`src/rtl/pipe_ctrl_pkg.sv`:
```
// Shared definitions for the front-end hazard controller: FSM encoding,
// the NOP opcode loaded into a flushed if_id, and the packed control bundle.
package pipe_ctrl_pkg;

    localparam logic [1:0] ST_RUN     = 2'd0;
    localparam logic [1:0] ST_MC_WAIT = 2'd1;
    localparam logic [1:0] ST_REDIR   = 2'd2;

    // Must match INST_NOP_OP in defines.v.
    localparam logic [6:0] INST_NOP_OP = 7'b0000001;

    typedef struct packed {
        logic        hold_pc;
        logic        hold_if_id;
        logic        hold_id_ex;
        logic        flush_if_id;
        logic        flush_id_ex;
        logic        jump_en;
        logic [31:0] jump_addr;
    } ctrl_t;

endpackage

```
`src/rtl/sat_counter.sv`:
```
// Up-counter with increment enable and synchronous reset that sticks at all-ones.
module sat_counter #(
    parameter int WIDTH = 16
) (
    input  logic             clk,
    input  logic             rst,
    input  logic             inc_en,
    output logic [WIDTH-1:0] count
);

    always_ff @(posedge clk) begin
        if (rst) begin
            count <= '0;
        end else if (inc_en && (count != {WIDTH{1'b1}})) begin
            count <= count + {{(WIDTH-1){1'b0}}, 1'b1};
        end
    end

endmodule

```
`src/rtl/pipe_ctrl.sv`:
```
// Front-end hazard controller: hold/flush/redirect for pc_reg, if_id and id_ex.
// Optional interrupt entry path is built when PIPE_CTRL_IRQ_EN is defined.
//
// state      | meaning
// -----------+-------------------------------------------------------------
// ST_RUN     | normal issue; jump > mc_busy > load_use > irq > fetch wait
// ST_MC_WAIT | divider busy, all stages frozen, jumps ignored
// ST_REDIR   | redirect issued but fetch not ready; keep driving the target
module pipe_ctrl
    import pipe_ctrl_pkg::*;
#(
    parameter logic [31:0] IRQ_VEC = 32'h0000_0100,
    parameter int          CNT_W   = 16
) (
    input  logic             clk,
    input  logic             rst,
    input  logic             jump_en_i,
    input  logic [31:0]      jump_addr_i,
    input  logic             load_use_i,
    input  logic             mc_busy_i,
    input  logic             fetch_ready_i,
    input  logic [31:0]      id_pc_i,
`ifdef PIPE_CTRL_IRQ_EN
    input  logic             irq_i,
    output logic             irq_ack_o,
    output logic [31:0]      epc_o,
`endif
    output logic             hold_pc_o,
    output logic             hold_if_id_o,
    output logic             hold_id_ex_o,
    output logic             flush_if_id_o,
    output logic             flush_id_ex_o,
    output logic             jump_en_o,
    output logic [31:0]      jump_addr_o,
    output logic [CNT_W-1:0] stall_cnt_o
);

    logic [1:0]  state_q;
    logic [1:0]  state_nxt;
    logic [31:0] tgt_q;
    logic [31:0] tgt_nxt;
    logic        run_eval;
    logic        irq_req;
    logic        irq_take;
    ctrl_t       ctrl;

`ifdef PIPE_CTRL_IRQ_EN
    logic        irq_pend_q;
    logic [31:0] epc_q;

    assign irq_req = irq_pend_q;
`else
    logic        unused_cfg;

    assign irq_req    = 1'b0;
    assign unused_cfg = ^{id_pc_i, IRQ_VEC, irq_take};
`endif

    always_comb begin
        ctrl      = '0;
        state_nxt = state_q;
        tgt_nxt   = tgt_q;
        run_eval  = 1'b0;
        irq_take  = 1'b0;

        case (state_q)
            ST_MC_WAIT: begin
                if (mc_busy_i) begin
                    ctrl.hold_pc    = 1'b1;
                    ctrl.hold_if_id = 1'b1;
                    ctrl.hold_id_ex = 1'b1;
                end else begin
                    run_eval = 1'b1;
                end
            end
            ST_REDIR: begin
                ctrl.jump_en     = 1'b1;
                ctrl.flush_if_id = 1'b1;
                ctrl.jump_addr   = tgt_q;
                // A later EX jump supersedes the pending target.
                if (jump_en_i) begin
                    ctrl.jump_addr   = jump_addr_i;
                    ctrl.flush_id_ex = 1'b1;
                    tgt_nxt          = jump_addr_i;
                end
                if (fetch_ready_i) begin
                    state_nxt = ST_RUN;
                end
            end
            default: run_eval = 1'b1;
        endcase

        if (run_eval) begin
            state_nxt = ST_RUN;
            if (jump_en_i) begin
                ctrl.jump_en     = 1'b1;
                ctrl.jump_addr   = jump_addr_i;
                ctrl.flush_if_id = 1'b1;
                ctrl.flush_id_ex = 1'b1;
            end else if (mc_busy_i) begin
                ctrl.hold_pc    = 1'b1;
                ctrl.hold_if_id = 1'b1;
                ctrl.hold_id_ex = 1'b1;
                state_nxt       = ST_MC_WAIT;
            end else if (load_use_i) begin
                ctrl.hold_pc     = 1'b1;
                ctrl.hold_if_id  = 1'b1;
                ctrl.flush_id_ex = 1'b1;
            end else if (irq_req) begin
                irq_take         = 1'b1;
                ctrl.jump_en     = 1'b1;
                ctrl.jump_addr   = IRQ_VEC;
                ctrl.flush_if_id = 1'b1;
                ctrl.flush_id_ex = 1'b1;
            end else if (!fetch_ready_i) begin
                ctrl.hold_pc     = 1'b1;
                ctrl.flush_if_id = 1'b1;
            end
            if (ctrl.jump_en && !fetch_ready_i) begin
                state_nxt = ST_REDIR;
                tgt_nxt   = ctrl.jump_addr;
            end
        end

        // Outputs are quiet while reset is applied, whatever the inputs do.
        if (rst) begin
            ctrl     = '0;
            irq_take = 1'b0;
        end
    end

    always_ff @(posedge clk) begin
        if (rst) begin
            state_q <= ST_RUN;
            tgt_q   <= '0;
        end else begin
            state_q <= state_nxt;
            tgt_q   <= tgt_nxt;
        end
    end

`ifdef PIPE_CTRL_IRQ_EN
    always_ff @(posedge clk) begin
        if (rst) begin
            irq_pend_q <= 1'b0;
            epc_q      <= '0;
        end else begin
            irq_pend_q <= (irq_pend_q & ~irq_take) | irq_i;
            if (irq_take) begin
                epc_q <= id_pc_i;
            end
        end
    end

    assign irq_ack_o = irq_take;
    assign epc_o     = epc_q;
`endif

    assign hold_pc_o     = ctrl.hold_pc;
    assign hold_if_id_o  = ctrl.hold_if_id;
    assign hold_id_ex_o  = ctrl.hold_id_ex;
    assign flush_if_id_o = ctrl.flush_if_id;
    assign flush_id_ex_o = ctrl.flush_id_ex;
    assign jump_en_o     = ctrl.jump_en;
    assign jump_addr_o   = ctrl.jump_addr;

    sat_counter #(
        .WIDTH (CNT_W)
    ) u_stall_cnt (
        .clk    (clk),
        .rst    (rst),
        .inc_en (ctrl.hold_pc),
        .count  (stall_cnt_o)
    );

endmodule

```
`config.mk`:
```
export PLATFORM = sky130hd
export DESIGN_NAME = pipe_ctrl
export DESIGN_NICKNAME = d
export VERILOG_FILES = /design/src/rtl/pipe_ctrl_pkg.sv /design/src/rtl/sat_counter.sv /design/src/rtl/pipe_ctrl.sv
export SDC_FILE = /design/constraint.sdc
export NUM_CORES = 1
export LEC_CHECK = 0
export BUFFER_PORTS_ARGS = -buffer_cell sky130_fd_sc_hd__buf_2
export CAP_MARGIN = 25
export CORE_MARGIN = 2
export CORE_UTILIZATION = 30
export CTS_CLUSTER_DIAMETER = 40
export DETAILED_ROUTE_END_ITERATION = 12
export PLACE_DENSITY = 0.54
export SYNTH_ARGS = -nofsm -noshare
export SYNTH_HDL_FRONTEND = slang
export SYNTH_SLANG_ARGS = --single-unit
```
`constraint.sdc`:
```
create_clock -name clk -period 2.7 [get_ports clk]
set_input_delay 0.27 -clock clk [delete_from_list [all_inputs] [get_ports clk]]
set_output_delay 0.27 -clock clk [all_outputs]
set_load 0.05 [all_outputs]
```
=== Word level (Yosys, flattened, before mapping) ===
Cells that the tools add are included.

* Output and inout port bits: 54
* Bits in registers: 50

* Eq/ne operators: 3
* Reduce and logical (&&, ||, !) cells: 6
* Mux-type cells: 30
* Add/subtract/negate cells: 1

{| class="wikitable"
|+ Operator list
! operator !! count
|-
| 35-bit two-way mux || 4
|-
| 32-bit two-way mux || 4
|-
| 38-bit two-way mux || 2
|-
| 16-bit by 1-bit adder with 16-bit output (second input constant) || 1
|-
| 16-bit != test (second input constant) || 1
|-
| 1-bit two-way mux || 11
|-
| 2-bit two-way mux || 5
|-
| 3-bit two-way mux || 3
|-
| 2-bit nonzero test || 2
|-
| 2-bit by 1-bit equality test with 1-bit output (second input constant) || 1
|-
| 2-bit equality test (second input constant) || 1
|-
| 1-bit logical AND || 2
|-
| 1-bit case mux with 2 select lines || 1
|-
| 2-bit AND reduction || 1
|-
| 1-bit logical NOT || 1
|}

=== Depth between registers and ports, before layout ===
Gate-level depths: netlist of run 1.

* Word-level depth: 10
* Mapped depth: 8

=== By module ===
Synthesis of run 1 repeated with hierarchy kept, for this count alone.

* Cells, all modules: 324
* Area, all modules: 2932.8 µm²

{| class="wikitable"
|+ By module, submodules not included
! module !! times used !! area an instance (µm²) !! cells each !! seq. area each (µm²)
|-
| pipe_ctrl || 1 || 2084.5 || 225 || 680.7
|-
| sat_counter || 1 || 848.3 || 99 || 320.3
|}

=== Worst setup path after synthesis of run 1 ===
Ideal clock, no wire load.

* Path kind: register to register
* From: register u_stall_cnt.count[0]
* To: register u_stall_cnt.count[9]
* Library setup time: 123 ps
* Stages on the path, launching flop included: 7
* Arrival: 2151 ps
* Data required time: 2577 ps
* Setup slack: 425 ps
* Cell sequence: dfxtp_1 -> ha_1 -> nand4_1 -> nor4_1 -> nor4_1 -> and4_1 -> mux2_1

* Word-level cells in the longest chain between the ends: 2
* Elaborated cells on any way between the ends: 3

{| class="wikitable"
|+ RTL lines
! what !! RTL line !! text
|-
| start: declaration || sat_counter.sv:8 || <nowiki>output logic [WIDTH-1:0] count</nowiki>
|-
| start signal: assignment || sat_counter.sv:15 || <nowiki>count <= count + {{(WIDTH-1){1'b0}}, 1'b1};</nowiki>
|-
| branches (longest 2 deep; another with 16-bit by 1-bit adder with 16-bit output) || - ||
|}

Several ways; the timed one is not identified.
A chain may end at the register's enable or synchronous reset.

=== Final worst setup path of run 1 ===
* From: register state_q[0]
* To: output port jump_addr_o[24]

* Word-level cells in the longest chain between the ends: 7
* Elaborated cells on any way between the ends: 9

{| class="wikitable"
|+ RTL lines
! what !! RTL line !! text
|-
| start: declaration || pipe_ctrl.sv:38 || <nowiki>logic [1:0] state_q;</nowiki>
|-
| start signal: assignment || pipe_ctrl.sv:137 || <nowiki>state_q <= state_nxt;</nowiki>
|-
| 2-bit equality test || pipe_ctrl.sv:66 || <nowiki>case (state_q)</nowiki>
|-
| 35-bit two-way mux || pipe_ctrl.sv:66 ||
|-
| 35-bit two-way mux || pipe_ctrl.sv:100 || <nowiki>end else if (mc_busy_i) begin</nowiki>
|-
| 35-bit two-way mux || pipe_ctrl.sv:95 || <nowiki>if (jump_en_i) begin</nowiki>
|-
| 35-bit two-way mux || pipe_ctrl.sv:93 || <nowiki>if (run_eval) begin</nowiki>
|-
| 38-bit two-way mux * || pipe_ctrl.sv:93 ||
|-
| 38-bit two-way mux * || pipe_ctrl.sv:126 || <nowiki>if (rst) begin</nowiki>
|-
| end: declaration || pipe_ctrl.sv:34 || <nowiki>output logic [31:0] jump_addr_o,</nowiki>
|}

Every way passes the cells marked *; elsewhere a longest branch is shown, timed or not. The select of a mux whose other input is x is not followed.

==> metrics.cfg, run 1 <==
[finish]
layout.nets=490
synthToLayoutAreaGrowth_pct=24.9
fillCellCount=886
utilization_pct=38.1
fin_cells=524
layout-drive-gt1-share_pct=26.3
antenna_cells=0

[routing]
ant_nets=0
vias_per_cell=5.08
drc=0
wl_per_cell_um=13.3
vias=2662
first_pass_iters=4
wl_um=6990
drtIter0Drc=106

[placement]
dp_hpwl_um=4680
dp_cells=517
gp_congestion=0.742
port-buffer-count=91
dp_slack_ps=379

[die]
die_w_um=94.9
io_pins=124
initial_utilization_pct=30.5
dieArea_um2=9010
num_rows=33
core_area_um2=8130
die_y_um=94.9

[grt]
grt_pass1_wl_um=11300
antenna_found_initial=0
grt_max_degree=41
grt_pass1_vias=2435
grt_usage_pct=15.6
grt_overflow_total=0

[clocking]
cts_sinks=50
path_clk_slew_ps=90
post_cts_resized=0
clockBufferDepth=2
cts_root_buf=clkbuf_8
numCtsBuffers=5
ctsHtreeMaxLevel=2
holdBufCountCts=0
insertion_delay_ps=300
cts_setup_buffers=0
cts_tree=built

[critical_path]
critPathMaxFanout=19
crit_slowest_cell=and2_1
cpPeakStageDelay_ps=430
worst-setup-path-type=flip-flop to primary output
required_ps=2430
worstPathCellList=inv_1 -> or3_1 -> and2_1 -> a22oi_1 -> nor2_1 -> buf_2
critical_path_arrival_ps=2160
worstSetupStartpointType=flip-flop
cp-end-kind=primary output

[yosys]
ys_seq_area_share_pct=40.3
syn_nets=409
synth_edf_count=0
syn_area_per_cell_um2=7.34
synthesis.area_um2=2480
async_flop_share_pct=0
ys_ff_latch=50
synth_ff_type=dfxtp_1
yosysWarnings=0
syn-instance-count=338
ys_types=38

[sta]
fin_skew_ps=9.81
setup_tns_ps=0
hold_violations=0
slew_headroom_pct=47.5
layout_min_cycle_time_ps=2430
worst_pin_slew_ps=787
rsz0062_at_grt=false
fin_crit_sh_pct=90.0
setup_ws_ps=270
fmax_mhz=411
setup_viol=0
slew_violations=0

[worst_hold_path]
hp-class=primary input to flip-flop

[power_and_ir_drop]
pwr_density_cell_nw_per_um2=495
leakage_nw=1.31
vdd_drop_max_mv=0.182

[status]
status=complete, no violations

[job]
maxCapViolCount=0

## state kept, by name, summed over array words and instances (netlist names)
register,flops
tgt_q,32
u_stall_cnt.count,16
state_q,2
## worst paths after layout
kind	cells after the start	slack [ps]	end	from
hold reg to reg	2	460	tgt_q[27]	tgt_q[27]
setup / recovery	6	270	jump_addr_o[24]	state_q[0]
setup reg to reg	5	470	u_stall_cnt.count[10]	u_stall_cnt.count[3]
hold / removal	2	200	state_q[1]	fetch_ready_i
## cell type report
class	count	area, um^2	area share (%)
Clock buffer	7	76.3	2.46
Inverter	7	26.3	0.848
Multi-Input combinational cell	257	1360	43.8
Sequential cell	50	1000	32.3
Tap cell	105	131	4.24
Timing Repair Buffer	98	508	16.4
## logic make-up (layout without fill, tap and decap cells)
logic type	Yosys count	after routing	synth area share, %
fa+ha+maj	1	1	0.504
simple gates	155	155	27.4
xor+xnor	2	2	0.706
mux	3	3	1.31
compound gates	96	96	24.7
flops	50	50	40.3
buf+inv	31	112	5.09
## metal layers
metal | up-vias | track usage [%] | share of wire [%]
met4 | 0 | 2.90 | 0.20
met2 | 72 | 26.5 | 46
met3 | 2 | 4.79 | 7.2
met5 | - | 0 | 0
li1 | 1341 | - | -
met1 | 1247 | 19.7 | 46
## metrics by stage
step	hold WS (ps)	cell area [um^2]	total power, mW
2_1_floorplan	349	2480	1.04
3_3_place_gp	441	3020	1.13
3_5_place_dp	446	3020	1.14
4_1_cts	190	3100	1.57
5_1_grt	198	3100	1.62
6_report	200	3100	1.53
## where the power goes
group | internal [mW] | switching (mW) | total (mW)
clock network | 0.179 | 0.237 | 0.416
logic | 0.0938 | 0.240 | 0.333
registers | 0.767 | 0.0179 | 0.785
## cells in the mapped netlist, drive strengths merged (3+ instances only)
cell,instances,area [um^2]
nand2,77,289
dfxtp,50,1000
a21oi,47,239
nor2,46,173
a22oi,32,240
clkbuf,21,78.8
inv,7,26.3
nand4,5,37.5
nor4,5,31.3
o31ai,5,37.5
or3,4,25.0
buf,3,21.3
nand3,3,15.0
or4,3,22.5
## worst max-delay path, delay by kind of cell, from the launching register on
| kind | cells | cell delay, ps |
|---|---|---|
| and+or+nand+nor | 3 | 870 |
| buffers and inverters | 2 | 320 |
| DFF | 1 | 390 |
| AOI/OAI and AO/OA | 1 | 280 |
## cell usage in the layout, fill, tap and decap left out
master,instances
mux2_1,1
nand2_1,77
or4_1,3
nor2b_1,1
ha_1,1
o41ai_1,2
nand3b_1,2
o211ai_1,2
nor2_2,1
clkbuf_8,5
nand4b_1,1
dfxtp_1,50
a21oi_2,1
mux2i_1,1
buf_4,7
a31o_2,1
o21ai_0,2
nor4_1,5
a211oi_1,2
o211a_1,1
and2_1,2
inv_1,7
clkbuf_1,2
and4_1,1
o31ai_1,5
a21bo_2,1
nor2_1,45
nand4_1,4
nor3_1,2
buf_2,91
a22oi_1,32
o311ai_0,1
nand2b_1,2
xnor2_1,2
mux2_2,1
nor3b_2,1
nand4_2,1
or3_1,4
a21oi_1,46
nand3_1,3
Power figures use the tool's default switching activity.
==> run 2: changes to the inputs <==
--- a/config.mk
+++ b/config.mk
@@ -7,11 +7,13 @@
 export LEC_CHECK = 0
 export BUFFER_PORTS_ARGS = -buffer_cell sky130_fd_sc_hd__buf_2
 export CAP_MARGIN = 25
+export CELL_PAD_IN_SITES_DETAIL_PLACEMENT = 0
+export CELL_PAD_IN_SITES_GLOBAL_PLACEMENT = 2
 export CORE_MARGIN = 2
-export CORE_UTILIZATION = 30
+export CORE_UTILIZATION = 23
 export CTS_CLUSTER_DIAMETER = 40
 export DETAILED_ROUTE_END_ITERATION = 12
-export PLACE_DENSITY = 0.54
+export PLACE_DENSITY = 0.76
 export SYNTH_ARGS = -nofsm -noshare
 export SYNTH_HDL_FRONTEND = slang
 export SYNTH_SLANG_ARGS = --single-unit
==> run 2 against run 1 <==
Against the previous run:
- utilization shrank 7.5 points
- maximum frequency shrank 1.3%
- critical path depth is the same
- clock skew grew 1.2 ps
- largest cell class unchanged
==> metrics.cfg, run 2 (synthesis gave the netlist of run 1 again) <==
[finish]
utilization_pct=30.6
largest_reg_flops=32
final_cell_mix=buf_2 (91), nand2_1 (77), dfxtp_1 (50)
fin_cells=558
synthToLayoutAreaGrowth_pct=28.4
largest_register=tgt_q
layout-drive-gt1-share_pct=27.3
design_area_um2=3190
layout.nets=492
antenna_cells=0
layout_commonest_cell=buf_2
reg_top3=tgt_q (32), u_stall_cnt.count (16), state_q (2)

[clocking]
ctsHtreeMaxLevel=2
insertion_delay_ps=300
cts_setup_buffers=0
post_cts_resized=0
cts_tree=built
cts_sinks=50
holdBufCountCts=0
cts_root_buf=clkbuf_8
path_clk_slew_ps=90
clockBufferDepth=2
numCtsBuffers=5

[sta]
setup_tns_ps=0
fin_skew_ps=11.0
worst_pin_slew_ps=765
setup_viol=0
slew_violations=0
fin_crit_sh_pct=91.2
fmax_mhz=406
hold_violations=0
rsz0062_at_grt=false
slew_headroom_pct=49.0
layout_min_cycle_time_ps=2460

[critical_path]
worstSetupStartpointType=flip-flop
cp_num_buf_inv=2
worstPathCellList=inv_1 -> or3_1 -> and2_1 -> a22oi_1 -> nor2_1 -> buf_2
cpPeakStageDelay_ps=420
cp_top_family=simple AND/OR/NAND/NOR gates
crit_slowest_cell=and2_1
required_ps=2430
critical_path_cell_count=6
critPathMaxFanout=19
critical_path_arrival_ps=2190
worst-setup-path-type=flip-flop to primary output
cp-end-kind=primary output
reg2regPathDepth=6

[die]
die_w_um=108
num_rows=37
die_y_um=108
core_area_um2=10400
initial_utilization_pct=23.8
dieArea_um2=11600
io_pins=124

[grt]
antenna_found_initial=0
grt_pass1_wl_um=12400
grt_usage_pct=13.2
grt_max_degree=61
grt_pass1_vias=2560
grt_overflow_total=0

[job]
maxCapViolCount=0

[routing]
vias_per_cell=4.83
ant_nets=0
first_pass_iters=5
vias=2694
wl_per_cell_um=13.6
drc=0
drtIter0Drc=166
wl_um=7610

[worst_hold_path]
hold_path_depth=2
hp-class=primary input to flip-flop

[power_and_ir_drop]
total_power_mw=1.65
vdd_drop_max_mv=0.184
pwr_density_cell_nw_per_um2=519
leakage_nw=1.34

[placement]
dp_cells=550
dp_hpwl_um=5180
port-buffer-count=91
placed_area_um2=3080
gp_congestion=0.753

[status]
status=complete, no violations

[run 2: cell count changes in the layout (fill, tap and decap cells not counted), sizes merged]
cell / change
buf: +2
bufinv: +1
clkbuf: -2
clkinv: +2
[run 2: worst paths after layout]
| kind | start | slack (ps) | to |
|---|---|---|---|
| worst max-delay path | state_q[0] | 240 | jump_addr_o[24] |
| worst min-delay path | fetch_ready_i | 200 | state_q[1] |
| worst max register to register | u_stall_cnt.count[0] | 470 | u_stall_cnt.count[10] |
| worst min register to register | tgt_q[25] | 460 | tgt_q[25] |
[run 2: power breakdown]
| group | total, mW | leakage (nW) | switching, mW | internal (mW) |
|---|---|---|---|---|
| Clock | 0.532 | 0.0579 | 0.259 | 0.273 |
| Sequential | 0.786 | 0.407 | 0.0188 | 0.767 |
| Combinational | 0.335 | 0.874 | 0.241 | 0.0941 |
[run 2: cell type report]
cell class	count	area, um^2
Clock buffer	5	68.8
Fill cell	1180	7230
Inverter	7	26.3
Tap cell	136	170
Clock inverter	3	40.0
Timing Repair Buffer	100	523
Multi-Input combinational cell	257	1360
Sequential cell	50	1000
[run 2: per-layer routing]
layer	vias to the layer above	track usage (%)	wire, um
met3	5	4.48	600
li1	1353	-	-
met2	73	21.8	3450
met1	1263	16.6	3520
met4	0	2.47	46
met5	-	0	0
[run 2: through the flow]
step	worst slack [ps]	hold slack (ps)
2_1_floorplan	425	349
3_3_place_gp	462	442
3_5_place_dp	471	449
4_1_cts	188	186
5_1_grt	49.3	182
6_report	238	202
